--- src/rtl/muldiv_hilo_unit.sv ---
// Iterative MIPS multiply/divide unit owning the HI/LO registers (MULT/MULTU/DIV/DIVU/MTHI/MTLO).
// Optional MULDIV_FAST_MULT_EN: single-cycle multiply at accept; divide stays iterative.
module muldiv_hilo_unit #(
  parameter int unsigned ITERS = 32
) (
  input  logic        clk,
  input  logic        reset,
  input  logic        start,
  input  logic [5:0]  functcode,
  input  logic [31:0] rs_content,
  input  logic [31:0] rt_content,
  output logic        busy,
  output logic        done,
  output logic [31:0] HI,
  output logic [31:0] LO
);

  localparam logic [1:0] S_IDLE = 2'd0;
  localparam logic [1:0] S_MUL  = 2'd1;
  localparam logic [1:0] S_DIV  = 2'd2;
  localparam logic [1:0] S_FIX  = 2'd3;

  localparam logic [5:0] F_MTHI  = 6'h11;
  localparam logic [5:0] F_MTLO  = 6'h13;
  localparam logic [5:0] F_MULT  = 6'h18;
  localparam logic [5:0] F_MULTU = 6'h19;
  localparam logic [5:0] F_DIV   = 6'h1a;
  localparam logic [5:0] F_DIVU  = 6'h1b;

  localparam logic [5:0] LAST_ITER = 6'(ITERS - 1);

  logic [1:0]  state;
  logic [5:0]  cnt;
  logic [63:0] acc;
  logic [31:0] opnd;
  logic        is_div, neg_res, neg_a, div_zero;
  logic [31:0] hi_q, lo_q;
  logic        done_q;

  logic        signed_op, a_neg, b_neg;
  logic [31:0] a_mag, b_mag;
  logic [32:0] mul_sum, rem33;
  logic        div_ge;
  logic [31:0] div_up;
  logic [63:0] prod_fix;
  logic [31:0] quo_fix, rem_fix;

  always_comb begin
    signed_op = (functcode == F_MULT) || (functcode == F_DIV);
    a_neg     = signed_op & rs_content[31];
    b_neg     = signed_op & rt_content[31];
    a_mag     = a_neg ? (~rs_content + 32'd1) : rs_content;
    b_mag     = b_neg ? (~rt_content + 32'd1) : rt_content;
  end

  // acc holds {partial product, remaining multiplier bits} for MUL and
  // {partial remainder, dividend/quotient bits} for DIV; opnd is the multiplicand/divisor.
  always_comb begin
    mul_sum  = {1'b0, acc[63:32]} + (acc[0] ? {1'b0, opnd} : 33'd0);
    rem33    = acc[63:31];
    div_ge   = rem33 >= {1'b0, opnd};
    div_up   = div_ge ? (rem33[31:0] - opnd) : rem33[31:0];
    prod_fix = neg_res ? (~acc + 64'd1) : acc;
    quo_fix  = neg_res ? (~acc[31:0] + 32'd1) : acc[31:0];
    rem_fix  = neg_a ? (~acc[63:32] + 32'd1) : acc[63:32];
  end

  // A zero divisor leaves |dividend| in the remainder half, so the normal
  // sign fix restores the original rs value in HI; only LO needs forcing.
  always_ff @(posedge clk or negedge reset) begin
    if (!reset) begin
      state    <= S_IDLE;
      cnt      <= '0;
      acc      <= '0;
      opnd     <= '0;
      is_div   <= 1'b0;
      neg_res  <= 1'b0;
      neg_a    <= 1'b0;
      div_zero <= 1'b0;
      hi_q     <= '0;
      lo_q     <= '0;
      done_q   <= 1'b0;
    end else begin
      done_q <= 1'b0;
      case (state)
        S_IDLE: begin
          if (start) begin
            case (functcode)
              F_MULT, F_MULTU: begin
                opnd    <= a_mag;
                neg_res <= a_neg ^ b_neg;
                neg_a   <= a_neg;
                is_div  <= 1'b0;
                cnt     <= '0;
`ifdef MULDIV_FAST_MULT_EN
                acc     <= {32'd0, a_mag} * {32'd0, b_mag};
                state   <= S_FIX;
`else
                acc     <= {32'd0, b_mag};
                state   <= S_MUL;
`endif
              end
              F_DIV, F_DIVU: begin
                opnd     <= b_mag;
                acc      <= {32'd0, a_mag};
                neg_res  <= a_neg ^ b_neg;
                neg_a    <= a_neg;
                div_zero <= (rt_content == '0);
                is_div   <= 1'b1;
                cnt      <= '0;
                state    <= S_DIV;
              end
              F_MTHI:  hi_q <= rs_content;
              F_MTLO:  lo_q <= rs_content;
              default: ;
            endcase
          end
        end
        S_MUL: begin
          acc <= {mul_sum, acc[31:1]};
          cnt <= cnt + 6'd1;
          if (cnt == LAST_ITER) state <= S_FIX;
        end
        S_DIV: begin
          acc <= {div_up, acc[30:0], div_ge};
          cnt <= cnt + 6'd1;
          if (cnt == LAST_ITER) state <= S_FIX;
        end
        S_FIX: begin
          if (is_div) begin
            hi_q <= rem_fix;
            lo_q <= div_zero ? '1 : quo_fix;
          end else begin
            hi_q <= prod_fix[63:32];
            lo_q <= prod_fix[31:0];
          end
          done_q <= 1'b1;
          state  <= S_IDLE;
        end
        default: state <= S_IDLE;
      endcase
    end
  end

  assign busy = (state != S_IDLE);
  assign done = done_q;
  assign HI   = hi_q;
  assign LO   = lo_q;

endmodule

--- config.mk ---
export PLATFORM = sky130hd
export DESIGN_NAME = muldiv_hilo_unit
export DESIGN_NICKNAME = d
export VERILOG_FILES = /design/src/rtl/muldiv_hilo_unit.sv
export SDC_FILE = /design/constraint.sdc
export NUM_CORES = 1
export LEC_CHECK = 0
export ABC_CLOCK_PERIOD_IN_PS = 4610
export CELL_PAD_IN_SITES_DETAIL_PLACEMENT = 0
export CELL_PAD_IN_SITES_GLOBAL_PLACEMENT = 1
export CORE_MARGIN = 2
export CORE_UTILIZATION = 30
export CTS_CLUSTER_SIZE = 12
export DETAILED_ROUTE_END_ITERATION = 7
export MAX_ROUTING_LAYER = met4
export PLACE_DENSITY_LB_ADDON = 0.2
export RECOVER_POWER = 25
export SLEW_MARGIN = 30
export SYNTH_ARGS = -nofsm -noshare
export SYNTH_HDL_FRONTEND = slang
export SYNTH_SLANG_ARGS = --single-unit
--- constraint.sdc ---
create_clock -name clk -period 4.61 [get_ports clk]
set_input_delay 1.383 -clock clk [delete_from_list [all_inputs] [get_ports clk]]
set_output_delay 1.383 -clock clk [all_outputs]
set_load 0.05 [all_outputs]
==> impl.org, run 1 <==
** Synthesis
- Of all cell types, the one taking the most synthesized area is sky130_fd_sc_hd__dfrtp_1.
- Of the total synthesized cell area, the portion taken by XOR and XNOR cells is 0.09930.
- Post-synth EDFFs :: 0
- Area fraction of the dominant cell type after synthesis :: 0.2870
- After synthesis, the share of flip-flops with an asynchronous set or reset is 1.000.
- After synthesis, the largest family of logic cells by area is compound AO/OA/AOI/OAI gates.
- Of the total synthesized cell area, the portion taken by full adders, half adders and majority gates is 0.06405.
- Register bit total from synthesis :: roughly 170
- In this run the cell area of the synthesized design comes to 0.01508 mm².
- Ranked by total cell area, the synthesized netlist is headed by sky130_fd_sc_hd__dfrtp_1 (29%), sky130_fd_sc_hd__xnor2_1 (6.4%), sky130_fd_sc_hd__ha_1 (6.1%).
- After synthesis, the share of cell area in mux cells is 0.03526.
- The netlist uses 87 different library cells.
- Most frequent cells after synthesis :: sky130_fd_sc_hd__nor2_1 (201), sky130_fd_sc_hd__nand2_1 (191), sky130_fd_sc_hd__a21oi_1 (176)
- The number of nets in the synthesized netlist is between 2,000 and 2,500.
- Synth Area in Compound Gates :: 0.2724
- Number of synthesis warnings :: 0
- Portion of the post-synthesis area used by sequential elements :: 0.2870
- Mapped Avg Cell Area :: around 7.9 µm²
- Of the total synthesized cell area, the portion taken by AND, OR, NAND and NOR gates is 0.1928.
- Most repeated cell in the gate-level netlist after synthesis :: sky130_fd_sc_hd__nor2_1
- The most used flip-flop cell after synthesis is sky130_fd_sc_hd__dfrtp_1.
- Instance count of the mapped netlist :: approximately 1,900

** Cells and area
- Filler Cell Count :: about 5,300
- Layout area overhead :: 21.33%
- After the last flow step, the layout net total stands at 2,208.
- Storage cell area :: approximately 0.0043 mm²
- In the final layout, the share of cells above drive strength 1 is 0.08788.
- Final cell utilization of the core :: 0.3670
- Area of the multi-input gates :: approximately 0.01 mm²

** Clocking
- Clock sink total :: 173
- TritonCTS built the clock tree.
- Root buffer selected by CTS :: sky130_fd_sc_hd__clkbuf_16
- CTS built an H-tree with a depth of 4.
- Hold repair after CTS inserted 0 buffers.
- Number of buffers added for setup after CTS :: 0
- Total CTS buffers :: 17
- Clock latency at the later pin of the worst-skew pair :: approximately 0.5 ns
- Clock-pin slew of the registers on the worst-case setup and hold paths :: about 0.070 ns
- Clock Tree Buf Depth :: 2
- Post-cts sizing count :: 0

** STA
- Setup total negative slack on the finished layout was measured at 0 ns.
- Final hold violation count :: 0
- Across the routed clock network, the largest skew measured is approximately 0.012 ns.
- Final setup fails :: 0
- Timing-limited maximum frequency :: approximately 250 MHz
- Worst Tran Pin Value :: roughly 2.4 ns
- Of the available clock period, the critical path in the final layout requires 0.8749.
- Setup repair after global routing left no endpoint under its margin.
- Headroom to the max-slew limit :: -0.5869
- Subtracting the final worst setup slack from the clock period gives 4.033 ns.
- The number of pins with negative max-slew slack in the final report was 34.

** Route
- Router iterations before antenna repair :: 5
- Total via count after detailed routing :: about 15,000
- After detailed routing, the average wire length per cell comes to approximately 23 µm.
- Number of DRC markers after the initial detailed-route iteration :: around 1,400
- Total Routed Length :: between 60,000 and 70,000 µm
- Post-route antenna net violation count :: 0
- After detailed routing, the number of vias per cell comes to approximately 5.5.
- After detailed routing, the number of remaining DRC violations is 0.

** Min path
- In this run the worst hold path is classified as reg -> reg.

** Setup path
- Worst Setup End Kind :: flip-flop
- Maximum fanout along the worst path :: 3
- CP arrival :: between 4 and 5 ns
- Startpoint type of the worst setup path :: input pin
- Data on the critical path is required at its endpoint by between 4 and 5 ns.
- CP Class :: in -> reg

** Power and ir drop
- Internal power consumption :: 6559 µW
- The analysis attributes to cell leakage a power of 0.007691 µW.
- The share of total power dissipated in the clock network is 0.121.
- Fraction of power consumed by combinational cells :: 0.667
- Of the total power, the share spent switching nets is 0.5266.
- Share of power burned in registers :: 0.213
- IR analysis of the VDD net gives a maximum drop of roughly 0.41 mV.
- Dividing total power by cell area gives a power density of between 700 and 800 mW/mm².
- The analysis attributes to net switching a power of about 7300 µW.

** Place
- Summed over all nets, the half-perimeter wirelength after detailed placement is between 50,000 and 60,000 µm.
- Buffers placed on the I/O ports in this run total 138.
- Routability congestion estimate from global placement :: around 0.9

** Global routing
- Sum of overflow across all layers after global routing :: 0
- The initial antenna violation count came to 5.
- The number of global-route vias before repair came to around 15,000.
- Overall routing resource usage :: 0.2511
- First-pass GRT wire length :: roughly 95,000 µm
- Entering global routing, the biggest net connects 81 pins.

** Die
- The die covers around 0.052 mm².
- Number of top-level pins :: about 140
- Area inside the core boundary :: about 0.05 mm²
- Cell Rows :: around 80
- Horizontal extent of the die :: around 230 µm
- Effective utilization at floorplan :: 0.3025
- Die Y :: ~230 µm

** Run
- Max-cap violations :: 1

** Run status
- The final reports fail on capacitance limit, slew limit.
- Outcome :: finished, violations left
[power groups by stage]
stage / sequential, µW / combinational (µW) / clock, µW
floorplan: 3550 / 5580 / 0
global placement: 2960 / 9130 / 0
detailed placement: 2970 / 9150 / 0
CTS: 2950 / 9200 / 1710
global route: 3020 / 10000 / 1770
finish: 2950 / 9230 / 1670
[stage by stage]
stage | area [µm²] | setup slack (ns) | total power [µW] | instances | hold WS (ns)
after floorplan | 15080 | 0.8846 | 9129 | 1921 | 0.4497
after global placement | 17670 | 0.09516 | 12090 | 2712 | 0.4668
after detailed placement | 17680 | 0.09389 | 12120 | 2712 | 0.4746
after CTS | 18320 | 0.6301 | 13870 | 2743 | 0.4897
after global routing | 18300 | 0.3270 | 14830 | 2747 | 0.5069
final | 18300 | 0.5769 | 13850 | 2747 | 0.4865
[logic make-up after synthesis]
group | after synthesis
simple gates | 608
mux | 52
compound gates | 650
xor+xnor | 171
fa+ha+maj | 76
buf+inv | 191
flops | 173
[final cells by class]
cell class / count / area share
Antenna cell: 4 / 0.0005470
Clock buffer: 21 / 0.02516
Clock inverter: 10 / 0.01026
Inverter: 70 / 0.01436
Multi-Input combinational cell: 1557 / 0.5496
Sequential cell: 173 / 0.2366
Tap cell: 672 / 0.04595
Timing Repair Buffer: 240 / 0.1175
[critical path, cell delays in order]
cell	delay, ns
sky130_fd_sc_hd__clkdlybuf4s50_1	0.41
sky130_fd_sc_hd__or4_1	0.62
sky130_fd_sc_hd__nor3_1	0.23
sky130_fd_sc_hd__nand2b_1	0.12
sky130_fd_sc_hd__or3_2	0.46
sky130_fd_sc_hd__nor4_2	0.40
sky130_fd_sc_hd__buf_4	0.19
sky130_fd_sc_hd__nor2_1	0.04
sky130_fd_sc_hd__xnor2_1	0.20
sky130_fd_sc_hd__a21oi_1	0.09
sky130_fd_sc_hd__a221o_1	0.27
[cells in the final DEF, fill, tap and decap left out, types with 14 or more instances in the layout]
master	netlist	layout
sky130_fd_sc_hd__xor2_1	61	61
sky130_fd_sc_hd__or3_1	21	21
sky130_fd_sc_hd__dfrtp_1	173	173
sky130_fd_sc_hd__inv_1	69	69
sky130_fd_sc_hd__o221ai_1	28	28
sky130_fd_sc_hd__xnor2_1	110	110
sky130_fd_sc_hd__nor2_1	201	200
sky130_fd_sc_hd__a31oi_1	18	17
sky130_fd_sc_hd__buf_4	0	99
sky130_fd_sc_hd__ha_1	74	74
sky130_fd_sc_hd__nand4_1	14	14
sky130_fd_sc_hd__nor3_1	25	25
sky130_fd_sc_hd__clkbuf_16	0	17
sky130_fd_sc_hd__nor2b_1	17	17
sky130_fd_sc_hd__nand3_1	30	29
sky130_fd_sc_hd__o21ai_0	168	168
sky130_fd_sc_hd__clkdlybuf4s50_1	0	137
sky130_fd_sc_hd__a21oi_1	176	176
sky130_fd_sc_hd__o31ai_1	25	25
sky130_fd_sc_hd__nand2_1	191	190
sky130_fd_sc_hd__o22ai_1	36	36
sky130_fd_sc_hd__a22oi_1	53	53
sky130_fd_sc_hd__or4_1	14	14
sky130_fd_sc_hd__nand2b_1	19	18
sky130_fd_sc_hd__mux2i_1	43	43
sky130_fd_sc_hd__a21o_1	41	41
[layer usage]
metal | part of all wire | global-route usage
met3 | 0.061 | 0.05700
met4 | 0.032 | 0.09212
met1 | 0.45 | 0.3219
met2 | 0.46 | 0.3862
met5 | 0 | -
[state kept, by name, summed over array words and instances, names as in the netlist]
register	count
neg_a	1
opnd	32
neg_res	1
acc	64
is_div	1
cnt	6
done	1
div_zero	1
LO	32
HI	32
state	2
[final timing paths]
| kind | end | start | cells after the start | slack [ns] |
|---|---|---|---|---|
| hold / removal | LO[7] | LO[7] | 2 | 0.49 |
| setup / recovery | acc[28] | rt_content[21] | 11 | 0.58 |
| hold reg to reg | LO[7] | LO[7] | 2 | 0.49 |
| min in group asynchronous | opnd[18] | reset | 1 | 1.60 |
| setup reg to reg | acc[62] | acc[0] | 14 | 0.59 |
| max in group asynchronous | acc[41] | reset | 2 | 0.80 |
(Power assumes the default switching activity.)
==> run 2: changes to the inputs <==
Settings changed: CORE_ASPECT_RATIO from default to 0.8.
==> impl.org, run 2 (same netlist as run 1, synthesis figures left out) <==
** Die
- The starting density of the core came to 0.3035 (+0.001066).
- Die Y :: 204.5 µm (-10%)
- Die area :: 0.05209 mm² (about the same)
- The total number of placement rows is 73 (-11%).
- Horizontal extent of the die :: 254.7 µm (+12%)
- Area inside the core boundary :: 0.04969 mm² (-0.35%)
- The number of ports placed on the die boundary is 139 (unchanged).

** Clocking
- The buffers inserted during post-CTS setup optimization came to 0 (unchanged).
- The deepest clock path buffer count was 2 (unchanged).
- The total of cells resized after clock tree synthesis came to 0 (unchanged).
- Total CTS buffers :: 17 (unchanged)
- CTS tree :: yes
- Clock-pin slew of the registers on the worst-case setup and hold paths :: 0.08 ns (about the same)
- CTS placed an instance of sky130_fd_sc_hd__clkbuf_16 at the clock tree root.
- Level count of the clock H-tree :: 4 (unchanged)
- Clock latency at the later pin of the worst-skew pair :: 0.49 ns (about the same)
- Number of buffers inserted for hold repair after clock tree synthesis :: 0 (unchanged)
- Clock sink total :: 173 (unchanged)

** Cells and area
- Number of flip-flops in the largest register :: 64 (unchanged)
- Layout area overhead :: 21.54%
- The register cell area after layout was 0.004329 mm² (unchanged).
- Register ranked first by flip-flop count :: acc
- Share of post-route cells with drive strength above 1 :: 0.09370 (+0.005825)
- Final cell utilization of the core :: 0.3689 (+0.001948)
- The area taken by multi-input logic gates was 0.01008 mm² (+0.19%).
- # diodes :: 0 (-4)
- The library cell used most frequently in the layout, excluding fill and tap cells, is sky130_fd_sc_hd__nor2_1.
- In the layout the commonest cells are sky130_fd_sc_hd__nor2_1 (200), sky130_fd_sc_hd__nand2_1 (191), sky130_fd_sc_hd__a21oi_1 (176), sky130_fd_sc_hd__dfrtp_1 (173), sky130_fd_sc_hd__o21ai_0 (168).
- Number of nets in the finished design :: 2,217 (+0.41%)
- The count of filler cells inserted in the layout came to 5,286 (-0.38%).

** STA
- Final setup fails :: 0 (unchanged)
- The post-route fraction of the period consumed by the critical path came to 0.8993 (+0.02448).
- The maximum clock skew at final layout is 0.01387 ns (+0.002181 ns).
- The number of hold-slack violations in the final timing report came to 0 (unchanged).
- The post-route worst setup slack is 0.4640 ns (-0.1129 ns).
- The slew of the pin with the lowest slew margin came to 1.807 ns (-0.5729 ns).
- Minimum period implied by the final worst setup slack :: 4.146 ns (+0.1129 ns)
- The peak clock frequency supported by timing was 241.2 MHz (-2.7%).
- Headroom to the max-slew limit :: -0.2050 (+0.3820)
- Setup repair after global routing left no endpoint under its margin.
- The number of pins with negative max-slew slack in the final report came to 69 (+100%).
- TNS Setup :: 0 ns (unchanged)

** Place
- The post-detailed-placement half-perimeter wirelength was 52,170 µm (+3.6%).
- The port buffer count is 138 (unchanged).
- The worst slack at placement came to 0.1222 ns (+0.02829 ns).
- Routability congestion estimate from global placement :: 0.9196 (+1.0%)

** Run status
- The flow ran to the end, but the final reports show violations.
- The checks that failed: capacitance limit, slew limit.

** Min path
- The number of cells traversed by the worst hold path is 2 (unchanged).
- The tightest min-delay check is of the reg -> reg type.
- The worst hold path terminates at LO[17].
- Worst min-delay path startpoint :: LO[17]

** Run
- The reported max-cap violation count came to 1 (unchanged).

** Setup path
- Maximum fanout along the worst path :: 4 (+1)
- Cell family contributing the most delay on the critical path :: simple AND/OR/NAND/NOR gates
- CP Class :: in -> reg
- CP cell instances :: clkdlybuf4s50_1 > or4_1 > nor4_1 > nand2_1 > o21ai_0 > xor2_1 > and2_1 > a211oi_1 > a221o_1
- Startpoint of the most critical setup path :: rs_content[25]
- STA classifies the critical path endpoint as a flip-flop.
- R2r endpoint :: acc[60]
- CP arrival :: 4.52 ns (+0.11 ns)
- Sum of buffers and inverters on the critical path :: 1 (-1)
- Required time of the critical path :: 4.98 ns (about the same)
- Number of cells on the worst reg-to-reg path :: 15 (+1)
- The largest stage delay on the critical path came to 0.70 ns (+0.08 ns).
- STA classifies the critical path startpoint as an input pin.
- Setup slack on the worst flop-to-flop path :: 0.47 ns (-0.12 ns)
- The slowest stage of the critical path belongs to the cell sky130_fd_sc_hd__or4_1.
- The startpoint identified for the worst register-to-register timing path is acc[0].

** Global routing
- The pin count of the biggest net entering global routing was 69 (-15%).
- The total routing resource utilization after global routing is 0.2610 (+0.009927).
- Antenna violations before repair :: 0 (-5)
- The number of global-route vias before repair came to 14,400 (-1.2%).
- Sum of overflow across all layers after global routing :: 0 (unchanged)
- The wire length of the first global-routing pass was 97,700 µm (+2.8%).

** Route
- Router iterations before antenna repair :: 5 (unchanged)
- Post-route antenna net violation count :: 0 (unchanged)
- Total DRC errors in the routed layout :: 0 (unchanged)
- The total vias in the final route is 15,730 (+3.7%).
- Post-detailed-route via-to-cell ratio :: 5.708 (+3.3%)
- Number of DRC markers after the initial detailed-route iteration :: 1,629 (+13%)
- Total Routed Length :: 65,880 µm (+2.5%)
- Detailed-route wire length per cell :: 23.90 µm (+2.2%)

** Power and ir drop
- Worst IR Drop VDD :: 0.4429 mV (+7.9%)
- The leakage power total came to 0.007717 µW (+0.34%).
- The power density over the cells was 763.4 mW/mm² (+0.84%).
## run 2: layer usage
metal | global-route usage | vias up | share of wire
met4 | 0.03926 | 0 | 0.0098
met3 | 0.04130 | 44 | 0.084
met1 | 0.4055 | 7705 | 0.50
met5 | - | - | 0
li1 | - | 7266 | -
met2 | 0.3541 | 716 | 0.40
## run 2: layout make-up
type	count	share of cell area
clock buffers	19	0.02471
clock inverters	13	0.008191
inverters	70	0.01433
multi-input cells	1557	0.5497
flip-flops and latches	173	0.2362
well taps	675	0.04607
repair buffers	249	0.1209
## run 2: metrics by stage
| stage | cell area (µm²) | hold slack (ns) | std cells | total power [µW] |
|---|---|---|---|---|
| after floorplan | 15080 | 0.4497 | 1921 | 9129 |
| after global placement | 17750 | 0.4607 | 2724 | 12260 |
| after detailed placement | 17750 | 0.4699 | 2724 | 12270 |
| after CTS | 18360 | 0.4872 | 2756 | 13900 |
| after global routing | 18330 | 0.5092 | 2756 | 14930 |
| final | 18330 | 0.4841 | 2756 | 13990 |
## run 2: worst max path at each step
stage	cells past startpoint	slack [ns]	to
final	9	0.46	acc[30]
after global routing	15	0.33	acc[62]
after CTS	12	0.54	acc[61]
after detailed placement	10	0.12	acc[25]
after global placement	9	0.13	acc[30]
after floorplan	8	0.88	acc[31]
## run 2: power breakdown
part,switching [µW],internal (µW),total (µW)
clock network,763,841,1600
logic,5910,3460,9360
registers,875,2150,3030
## run 2: worst min-delay path, delay by kind of cell, from the launching register on
kind / cells / cell delay [ns]
simple gates: 1 / 0.04
flops: 1 / 0.35
compound gates: 1 / 0.06
